==> config.mk <==
export PLATFORM = sky130hd
export DESIGN_NAME = picomips_run_ctrl_flat
export DESIGN_NICKNAME = d
export VERILOG_FILES = /design/src/rtl/picomips_run_ctrl_if.sv /design/src/rtl/picomips_run_ctrl.sv /design/src/flat_wrapper.sv
export SDC_FILE = /design/constraint.sdc
export NUM_CORES = 1
export LEC_CHECK = 0
export ABC_AREA = 1
export CORE_MARGIN = 10
export CORE_UTILIZATION = 52
export DETAILED_ROUTE_END_ITERATION = 7
export GPL_ROUTABILITY_DRIVEN = 0
export GPL_TIMING_DRIVEN = 0
export MAX_ROUTING_LAYER = met4
export PLACE_DENSITY = 0.77
export SLEW_MARGIN = 40
export SYNTH_ARGS = -nofsm -noshare
export SYNTH_HDL_FRONTEND = slang
export SYNTH_SLANG_ARGS = --single-unit
==> constraint.sdc <==
create_clock -name clk -period 1.7 [get_ports clk]
set_input_delay 0.51 -clock clk [delete_from_list [all_inputs] [get_ports clk]]
set_output_delay 0.51 -clock clk [all_outputs]
set_load 0.02 [all_outputs]
==> src/rtl/picomips_run_ctrl_if.sv <==
// CPU-side signal bundle for the picoMIPS run-control sequencer.
// The master modport is the sequencer; the slave modport is the CPU/board side.
interface picomips_run_ctrl_if #(
  parameter int unsigned PC_W  = 8,
  parameter int unsigned CNT_W = 16
);

  logic             cpu_en;
  logic             cpu_rst;
  logic [1:0]       state;
  logic [CNT_W-1:0] inst_cnt;
  logic             cpu_halt;
  logic [PC_W-1:0]  pc;
  logic             bp_en;
  logic [PC_W-1:0]  bp_addr;

  modport master (
    output cpu_en,
    output cpu_rst,
    output state,
    output inst_cnt,
    input  cpu_halt,
    input  pc,
    input  bp_en,
    input  bp_addr
  );

  modport slave (
    input  cpu_en,
    input  cpu_rst,
    input  state,
    input  inst_cnt,
    output cpu_halt,
    output pc,
    output bp_en,
    output bp_addr
  );

endinterface

==> src/rtl/picomips_run_ctrl.sv <==
// Run-control sequencer for the picoMIPS CPU: post-reset hold, divided free-run,
// debounced single-step, PC breakpoint and halt handling, issued-enable counter.
module picomips_run_ctrl #(
  parameter int unsigned DIV        = 5_000_000,
  parameter int unsigned DEB_CYCLES = 500_000,
  parameter int unsigned RST_CYCLES = 4,
  parameter int unsigned PC_W       = 8,
  parameter int unsigned CNT_W      = 16
) (
  input  logic                clk,
  input  logic                rst_n,
  input  logic                run_sw,
  input  logic                step_n,
  picomips_run_ctrl_if.master bus
);

  localparam int unsigned PRE_W = (DIV > 1) ? $clog2(DIV) : 1;
  localparam int unsigned DEB_W = (DEB_CYCLES > 1) ? $clog2(DEB_CYCLES) : 1;
  localparam int unsigned RST_W = $clog2(RST_CYCLES + 1);

  localparam logic [PRE_W-1:0] PRE_LAST = PRE_W'(DIV - 1);
  localparam logic [DEB_W-1:0] DEB_LAST = DEB_W'(DEB_CYCLES - 1);
  localparam logic [RST_W-1:0] RST_LAST = RST_W'(RST_CYCLES - 1);
  localparam logic [CNT_W-1:0] CNT_MAX  = '1;

  typedef enum logic [1:0] {
    StRst  = 2'b00,
    StRun  = 2'b01,
    StStep = 2'b10,
    StHalt = 2'b11
  } state_e;

  typedef enum logic [1:0] {
    CauseNone = 2'b00,
    CauseCpu  = 2'b01,
    CauseBp   = 2'b10
  } cause_e;

  // Synchronised switch/key levels.
  logic run_meta, run_sync;
  logic step_meta, step_sync;

  // Debouncer: accepted key level and consecutive-disagreement counter.
  logic             key_down_q, key_down_d;
  logic [DEB_W-1:0] deb_cnt_q, deb_cnt_d;
  logic             step_req;
  logic             step_go_q;

  // Sequencer state.
  state_e           state_q, state_d;
  cause_e           cause_q, cause_d;
  logic [RST_W-1:0] rst_cnt_q, rst_cnt_d;
  logic [PRE_W-1:0] pre_q, pre_d;
  logic [CNT_W-1:0] cnt_q, cnt_d;
  logic             en;
  logic             want;
  logic             bp_hit;
  logic [PC_W-1:0]  pc;
  logic [PC_W-1:0]  bp_addr;

  assign pc      = bus.pc;
  assign bp_addr = bus.bp_addr;
  assign bp_hit  = bus.bp_en && (pc == bp_addr);

  // Two-flop synchronisers; reset to "run off" and "key released".
  always_ff @(posedge clk or negedge rst_n) begin
    if (!rst_n) begin
      run_meta  <= 1'b0;
      run_sync  <= 1'b0;
      step_meta <= 1'b1;
      step_sync <= 1'b1;
    end else begin
      run_meta  <= run_sw;
      run_sync  <= run_meta;
      step_meta <= step_n;
      step_sync <= step_meta;
    end
  end

  // Accept a new key level only after DEB_CYCLES consecutive disagreeing samples.
  always_comb begin
    key_down_d = key_down_q;
    deb_cnt_d  = '0;
    step_req   = 1'b0;
    if (step_sync == key_down_q) begin
      if (deb_cnt_q == DEB_LAST) begin
        key_down_d = ~key_down_q;
        step_req   = ~key_down_q;
      end else begin
        deb_cnt_d = deb_cnt_q + 1'b1;
      end
    end
  end

  // Debouncer state and the delayed step strobe (only armed where steps are honoured).
  always_ff @(posedge clk or negedge rst_n) begin
    if (!rst_n) begin
      key_down_q <= 1'b0;
      deb_cnt_q  <= '0;
      step_go_q  <= 1'b0;
    end else begin
      key_down_q <= key_down_d;
      deb_cnt_q  <= deb_cnt_d;
      step_go_q  <= step_req && ((state_q == StStep) || (state_q == StHalt));
    end
  end

  // Next-state, enable issue and prescaler; halt checks take priority over issue.
  always_comb begin
    state_d   = state_q;
    cause_d   = cause_q;
    rst_cnt_d = rst_cnt_q;
    pre_d     = '0;
    en        = 1'b0;
    want      = 1'b0;
    unique case (state_q)
      StRst: begin
        if (rst_cnt_q == RST_LAST) begin
          state_d = run_sync ? StRun : StStep;
        end else begin
          rst_cnt_d = rst_cnt_q + 1'b1;
        end
      end
      StRun, StStep: begin
        want = (state_q == StRun) ? (pre_q == PRE_LAST) : step_go_q;
        if (bus.cpu_halt) begin
          state_d = StHalt;
          cause_d = CauseCpu;
        end else if (want && bp_hit) begin
          state_d = StHalt;
          cause_d = CauseBp;
        end else begin
          en = want;
          if ((state_q == StRun) && !run_sync) begin
            state_d = StStep;
          end else if ((state_q == StStep) && run_sync) begin
            state_d = StRun;
          end
        end
        if ((state_q == StRun) && (state_d == StRun)) begin
          pre_d = (pre_q == PRE_LAST) ? '0 : pre_q + 1'b1;
        end
      end
      StHalt: begin
        // Resume from a breakpoint: one pulse with the compare bypassed, then leave.
        if ((cause_q == CauseBp) && step_go_q) begin
          en      = 1'b1;
          cause_d = CauseNone;
          state_d = run_sync ? StRun : StStep;
        end
      end
      default: begin
        state_d = StRst;
      end
    endcase
  end

  // Saturating count of issued enables.
  always_comb begin
    cnt_d = cnt_q;
    if (en && (cnt_q != CNT_MAX)) begin
      cnt_d = cnt_q + 1'b1;
    end
  end

  // Sequencer registers.
  always_ff @(posedge clk or negedge rst_n) begin
    if (!rst_n) begin
      state_q   <= StRst;
      cause_q   <= CauseNone;
      rst_cnt_q <= '0;
      pre_q     <= '0;
      cnt_q     <= '0;
    end else begin
      state_q   <= state_d;
      cause_q   <= cause_d;
      rst_cnt_q <= rst_cnt_d;
      pre_q     <= pre_d;
      cnt_q     <= cnt_d;
    end
  end

  assign bus.cpu_en   = en;
  assign bus.cpu_rst  = (state_q == StRst);
  assign bus.state    = state_q;
  assign bus.inst_cnt = cnt_q;

endmodule

==> src/flat_wrapper.sv <==
// flat-port wrapper written by rule: the top's interface ports become plain ports
module picomips_run_ctrl_flat 
#(
  parameter int unsigned DIV        = 5_000_000,
  parameter int unsigned DEB_CYCLES = 500_000,
  parameter int unsigned RST_CYCLES = 4,
  parameter int unsigned PC_W       = 8,
  parameter int unsigned CNT_W      = 16
)
  (clk, rst_n, run_sw, step_n, bus_cpu_en, bus_cpu_rst, bus_state, bus_inst_cnt, bus_cpu_halt, bus_pc, bus_bp_en, bus_bp_addr);
  picomips_run_ctrl_if #(.PC_W(PC_W), .CNT_W(CNT_W)) bus_i ();
  input  logic clk;
  input  logic rst_n;
  input  logic run_sw;
  input  logic step_n;
  output wire logic [$bits(bus_i.cpu_en)-1:0] bus_cpu_en;
  output wire logic [$bits(bus_i.cpu_rst)-1:0] bus_cpu_rst;
  output wire logic [$bits(bus_i.state)-1:0] bus_state;
  output wire logic [$bits(bus_i.inst_cnt)-1:0] bus_inst_cnt;
  input wire logic [$bits(bus_i.cpu_halt)-1:0] bus_cpu_halt;
  input wire logic [$bits(bus_i.pc)-1:0] bus_pc;
  input wire logic [$bits(bus_i.bp_en)-1:0] bus_bp_en;
  input wire logic [$bits(bus_i.bp_addr)-1:0] bus_bp_addr;
  assign bus_cpu_en = bus_i.cpu_en;
  assign bus_cpu_rst = bus_i.cpu_rst;
  assign bus_state = bus_i.state;
  assign bus_inst_cnt = bus_i.inst_cnt;
  assign bus_i.cpu_halt = bus_cpu_halt;
  assign bus_i.pc = bus_pc;
  assign bus_i.bp_en = bus_bp_en;
  assign bus_i.bp_addr = bus_bp_addr;
  picomips_run_ctrl #(.DIV(DIV), .DEB_CYCLES(DEB_CYCLES), .RST_CYCLES(RST_CYCLES), .PC_W(PC_W), .CNT_W(CNT_W)) u_core (.clk(clk), .rst_n(rst_n), .run_sw(run_sw), .step_n(step_n), .bus(bus_i));
endmodule
=== Word level (Yosys, flattened, before mapping) ===
Cells that the tools add are included.

* $add $sub $neg: 4
* Eq/ne operators: 14
* Mux-type cells: 25
* Bitwise operators: 2
* Reductions and logical operators: 17

{| class="wikitable"
|+ Operator list
! cell !! number
|-
| two-way mux 23 bit || 3
|-
| two-way mux 19 bit || 2
|-
| adder 23 x 1 -> 23 bit (second input constant) || 1
|-
| equality test 23 bit (second input constant) || 1
|-
| two-way mux 2 bit || 11
|-
| adder 19 x 1 -> 19 bit (second input constant) || 1
|-
| equality test 19 bit (second input constant) || 1
|-
| adder 16 x 1 -> 16 bit (second input constant) || 1
|-
| != test 16 bit (second input constant) || 1
|-
| equality test 8 bit || 1
|-
| logical AND 1 bit || 8
|-
| equality test 2 bit (second input constant) || 3
|-
| two-way mux 1 bit || 6
|-
| case mux 2 bit (3 select lines) || 1
|-
| AND reduction 2 bit || 3
|-
| equality test 2 x 1 -> 1 bit (second input constant) || 2
|-
| case mux 2 bit (2 select lines) || 1
|-
| adder 3 x 1 -> 3 bit (second input constant) || 1
|-
| equality test 3 x 2 -> 1 bit (second input constant) || 1
|-
| != test 3 x 2 -> 1 bit (second input constant) || 1
|-
| AND reduction 3 bit || 1
|-
| logical NOT 2 bit || 1
|-
| != test 2 x 1 -> 1 bit (second input constant) || 1
|-
| != test 2 bit (second input constant) || 1
|-
| 7 further kinds || 8
|}

* Register bits after elaboration: 71
* Bits of input ports: 22
* Word-level logic and storage cells: 74

=== Logic depth before layout (Yosys ltp) ===
Gate-level depths: netlist (run 1).

* Depth after elaboration: 11
* Gate-level depth with buffers: 13
* Mapped depth without buffers: 12

=== Least setup slack after synthesis (run 1) ===
No wires, ideal clock.

* Path type: flip-flop to output port
* From: register u_core.state_q[0] (netlist: u_core.bus.state[0])
* To: output bus_cpu_en
* Data arrival time: 1.650 ns
* Path slack: -0.460 ns
* Stages on the path, launching flop included: 9
* Buffers on the path: 0
* Path through: dfrtp_1 inv_1 ha_1 inv_1 nor2_1 inv_1 nor2_1 nand2_2 a21oi_1

* Longest elaborated chain between the ends: 6
* Elaborated cells on any way between the ends: 9
* Classes of those cells: eq/ne (3); mux (4); reduce/logical (2)

{| class="wikitable"
|+ Ends and longest elaborated chain
! what !! RTL line !! text
|-
| start, declared || picomips_run_ctrl.sv:50 || <nowiki>state_e state_q, state_d;</nowiki>
|-
| start signal, assigned || picomips_run_ctrl.sv:169 || <nowiki>state_q <= StRst;</nowiki>
|-
| start signal, assigned || picomips_run_ctrl.sv:175 || <nowiki>state_q <= state_d;</nowiki>
|-
| equality test 2 x 1 -> 1 bit || picomips_run_ctrl.sv:116, picomips_run_ctrl.sv:125 ||
|-
| two-way mux 1 bit || picomips_run_ctrl.sv:125 || <nowiki>want = (state_q == StRun) ? (pre_q == PRE_LAST) : step_go_q;</nowiki>
|-
| logical AND 1 bit || picomips_run_ctrl.sv:129 || <nowiki>end else if (want && bp_hit) begin</nowiki>
|-
| two-way mux 1 bit || picomips_run_ctrl.sv:129 ||
|-
| two-way mux 1 bit || picomips_run_ctrl.sv:126 || <nowiki>if (bus.cpu_halt) begin</nowiki>
|-
| case mux 1 bit (2 select lines) * || picomips_run_ctrl.sv:116 || <nowiki>unique case (state_q)</nowiki>
|-
| end, declared || flat_wrapper.sv:16 || <nowiki>output wire logic [$bits(bus_i.cpu_en)-1:0] bus_cpu_en;</nowiki>
|}

Every way passes the cells marked *; elsewhere a longest branch is shown, timed or not.

=== Final worst setup path (run 1) ===
Ends and elaborated chain as after synthesis.

==> results by group, run 1 <==
Worst hold path
  – Tightest Hold Check Type: input pin to asynchronous set/reset pin

Status
  – Outcome: complete, but fails checks
  – Failing checks: negative setup slack

Finish
  – Flip-flop and latch area: 0.00179 mm2
  – Ratio of cells with drive above 1 in the final layout: 26.6%
  – Area growth, synth to finish: 35.9%
  – Antenna diodes: 0
  – Final nets: 646
  – Area of the multi-input gates: 0.00236 mm2
  – Fillers: 568

Logic synthesis
  – Synth Warn #: 0
  – Yosys reg bits: 71
  – Mapped Avg Cell Area: 7.78 um2
  – Post-synthesis mux area share: 0.246%
  – Leading area contributor after synthesis: dfrtp_1
  – Largest family of logic cells by synthesized area: simple AND/OR/NAND/NOR gates
  – Post-synth top cells: nand2_1, nor2_1, dfrtp_1
  – Post-Syn Instances: 523
  – Post-synth EDFFs: 0
  – Post-synth top area share: 42.4%
  – Syn Nets: 554
  – Main synth FF type: dfrtp_1
  – Netlist cell types: 35
  – Compound-gate portion of the synthesized area: 5.78%
  – Mapped Area: 0.00407 mm2
  – Synth Area in Adders: 2.77%
  – Async set-reset flop share out of synthesis: 100%
  – Post-synthesis sequential area ratio: 43.7%
  – Xor/xnor cell area share of the yosys netlist: 5.60%
  – Area contributors post-synth: dfrtp_1, nand2_1, nor2_1, inv_1, nand4_1
  – Top-count cell post-synth: nand2_1
  – Simple-gate share of the synthesized area: 34.6%

Global route
  – GR Util met3: 3.03%
  – Gr usage total: 17.5%
  – GRT overflow: 0
  – GR peak layer: met2
  – Initial antenna violation count: 0
  – Pin count of the biggest net entering global routing: 42
  – Met1 track demand over resource: 21.7%
  – Vias in the first global route: 3,536
  – First-pass GRT wire length: 16,200 um
  – Met2 usage: 28.3%

Clock network
  – Worst-case clock buffer depth: 2
  – Clk Latency, worst-skew pair: 0.36 ns
  – Clk sink count: 71
  – Root Driver: clkbuf_8
  – H-Tree Depth: 3
  – CTS tree: built
  – Clock-pin slew on the worst setup and hold paths: 0.08 ns
  – Post-cts hold buffer count: 0
  – Num CTS Buffers: 9

Timing
  – RSZ-0062 raised after global routing: true
  – Worst Tran Pin Value: 0.453 ns
  – Worst rel slew slack: 69.8%
  – Pins Over Slew Limit: 0
  – Tcrit/Tclk final: 138%
  – Setup ws final: -0.647 ns
  – Achievable frequency: 0.426 GHz
  – Final setup vio count: 46
  – Final Hold Slack: 0.0229 ns
  – Hold Fails Final Rpt: 0
  – Tmin final: 2.35 ns
  – Layout Skew: 0.0104 ns

Route
  – DR DRC count: 0
  – Drt initial violations: 293
  – Drt pass-1 iters: 6
  – Vias post-DR: 3,918
  – Drt wl/cell: 15.3 um
  – Vias/cell: 5.43
  – Post-route ant nets: 0
  – Total length of routed wires: 11,000 um

Floorplanning
  – Vert. Die Dim: 108 um
  – Core Area: 0.00769 mm2
  – Io pins: 42
  – Die width: 108 um
  – Die area: 0.0118 mm2
  – Starting Density: 52.9%
  – Rows: 32

Power and ir drop
  – Design Power: 3.40 mW
  – Leak pwr: 2.52 nW
  – PwrDens: 614 mW/mm2
  – Peak supply drop: 0.000447 V

Place
  – Placed wire-length estimate: 6680 um
  – I/O Buffers: 41

Run
  – Max_cap viols: 0

Worst setup path
  – Critical path class: flop to output port
  – WP data arrival: 1.84 ns
  – CP Capture Type: output port
  – Crit-path max FO: 2
  – CP Launch Type: flop
  – CP Launch Point: u_core.bus.state[0]
  – Worst EP required: 1.19 ns
  – RR Startpoint: u_core.bus.state[0]
## per-stage QoR
stage	setup slack, ns	utilization (%)	cell area [um2]	TNS [ns]	std cells
final	-0.647	71.9	5530	-13.89	722
after global placement	-2.55	60.4	4640	-179.96	666
after global routing	-0.693	71.9	5530	-16.86	722
after detailed placement	-1.16	60.7	4670	-19.85	667
after CTS	-0.571	67.5	5190	-5.21	702
after floorplan	-0.189	-	4110	-1.15	523
## metal layers
layer	share of wire (%)	vias to the layer above
li1	-	1881
met5	0	-
met2	50	131
met3	4.9	28
met1	43	1878
met4	1.9	0
## final timing paths
check,slack [ns],endpoint,cells after the start
min reg2reg,0.35,u_core.run_sync,0
min in group clk,0.35,u_core.run_sync,0
min,0.02,u_core.pre_q[1],1
max in group asynchronous,1.11,u_core.step_meta,2
max reg2reg,-0.54,u_core.bus.inst_cnt[7],15
max,-0.65,bus_cpu_en,9
## kinds of logic after synthesis
logic type                 Yosys count
AOI/OAI and AO/OA                   44
xor gates and xnor gates            26
adders and majority gates            9
buffers and inverters               76
DFF                                 71
muxes                                1
and+or+nand+nor                    296
## registers in the layout, indices dropped and copies added, names as in the netlist, 2 cells and up
register and count:
u_core.deb_cnt_q 19, u_core.bus.inst_cnt 16, u_core.rst_cnt_q 3, u_core.cause_q 2, u_core.bus.state 2, u_core.pre_q 23
## cell type report
class / count / area share [%]
Multi-Input combinational cell: 377 / 42.7
Tap cell: 102 / 2.31
Inverter: 71 / 5.02
Buffer: 5 / 0.837
Sequential cell: 71 / 32.3
Clock buffer: 11 / 2.56
Timing Repair Buffer: 80 / 12.8
Clock inverter: 5 / 1.47
## power by group
| part | internal, mW | switching [mW] |
|---|---|---|
| combinational | 0.0698 | 0.0798 |
| clock | 0.867 | 0.667 |
| sequential | 1.70 | 0.0116 |
## placed cells by master, fill, tap and decap left out, types with 6 or more instances in the layout
cell type | netlist | routed
nor2_2 | 5 | 12
clkbuf_2 | 0 | 6
nand3_2 | 3 | 6
nor2_1 | 72 | 58
nand2_2 | 4 | 7
xor2_1 | 14 | 13
nor2_4 | 4 | 11
nand4_1 | 24 | 24
inv_1 | 66 | 59
nor3_1 | 16 | 10
xnor2_1 | 12 | 12
inv_2 | 4 | 8
buf_6 | 1 | 14
o21ai_0 | 14 | 7
dlygate4sd2_1 | 0 | 18
nand3_1 | 27 | 21
buf_4 | 1 | 29
dfrtp_1 | 69 | 63
nand2_1 | 122 | 117
a21oi_1 | 23 | 18
clkbuf_8 | 0 | 10
dfrtp_2 | 0 | 6
## critical path: stages, from the launching register on
cell and delay (ns):
dfrtp_2 0.40, inv_2 0.06, ha_4 0.26, inv_2 0.05
nor2_4 0.12, inv_2 0.07, nor2_2 0.18, nand2_4 0.08
a21oi_4 0.12, buf_6 0.14
## repair_timing
action                                  CTS  global route
buffers inserted                         16            20
pin swaps                                20            22
gates resized for setup                  99            68
cloned                                    3             0
endpoints found under the setup margin   70            65
No activity file was read; power rests on OpenSTA's default activity.
==> run 2, diff against run 1 <==
--- a/config.mk
+++ b/config.mk
@@ -8,6 +8,7 @@
 export ABC_AREA = 1
 export CORE_MARGIN = 10
 export CORE_UTILIZATION = 52
+export CTS_CLUSTER_SIZE = 28
 export DETAILED_ROUTE_END_ITERATION = 7
 export GPL_ROUTABILITY_DRIVEN = 0
 export GPL_TIMING_DRIVEN = 0
==> results of run 2 <==
The final DEF is identical to that of run 1; final timing and power are the same.
==> run 3, diff against run 2 <==
--- a/config.mk
+++ b/config.mk
@@ -6,6 +6,7 @@
 export NUM_CORES = 1
 export LEC_CHECK = 0
 export ABC_AREA = 1
+export ABC_CLOCK_PERIOD_IN_PS = 1700
 export CORE_MARGIN = 10
 export CORE_UTILIZATION = 52
 export CTS_CLUSTER_SIZE = 28
==> results of run 3 <==
The final DEF is identical to that of run 1; final timing and power are the same.
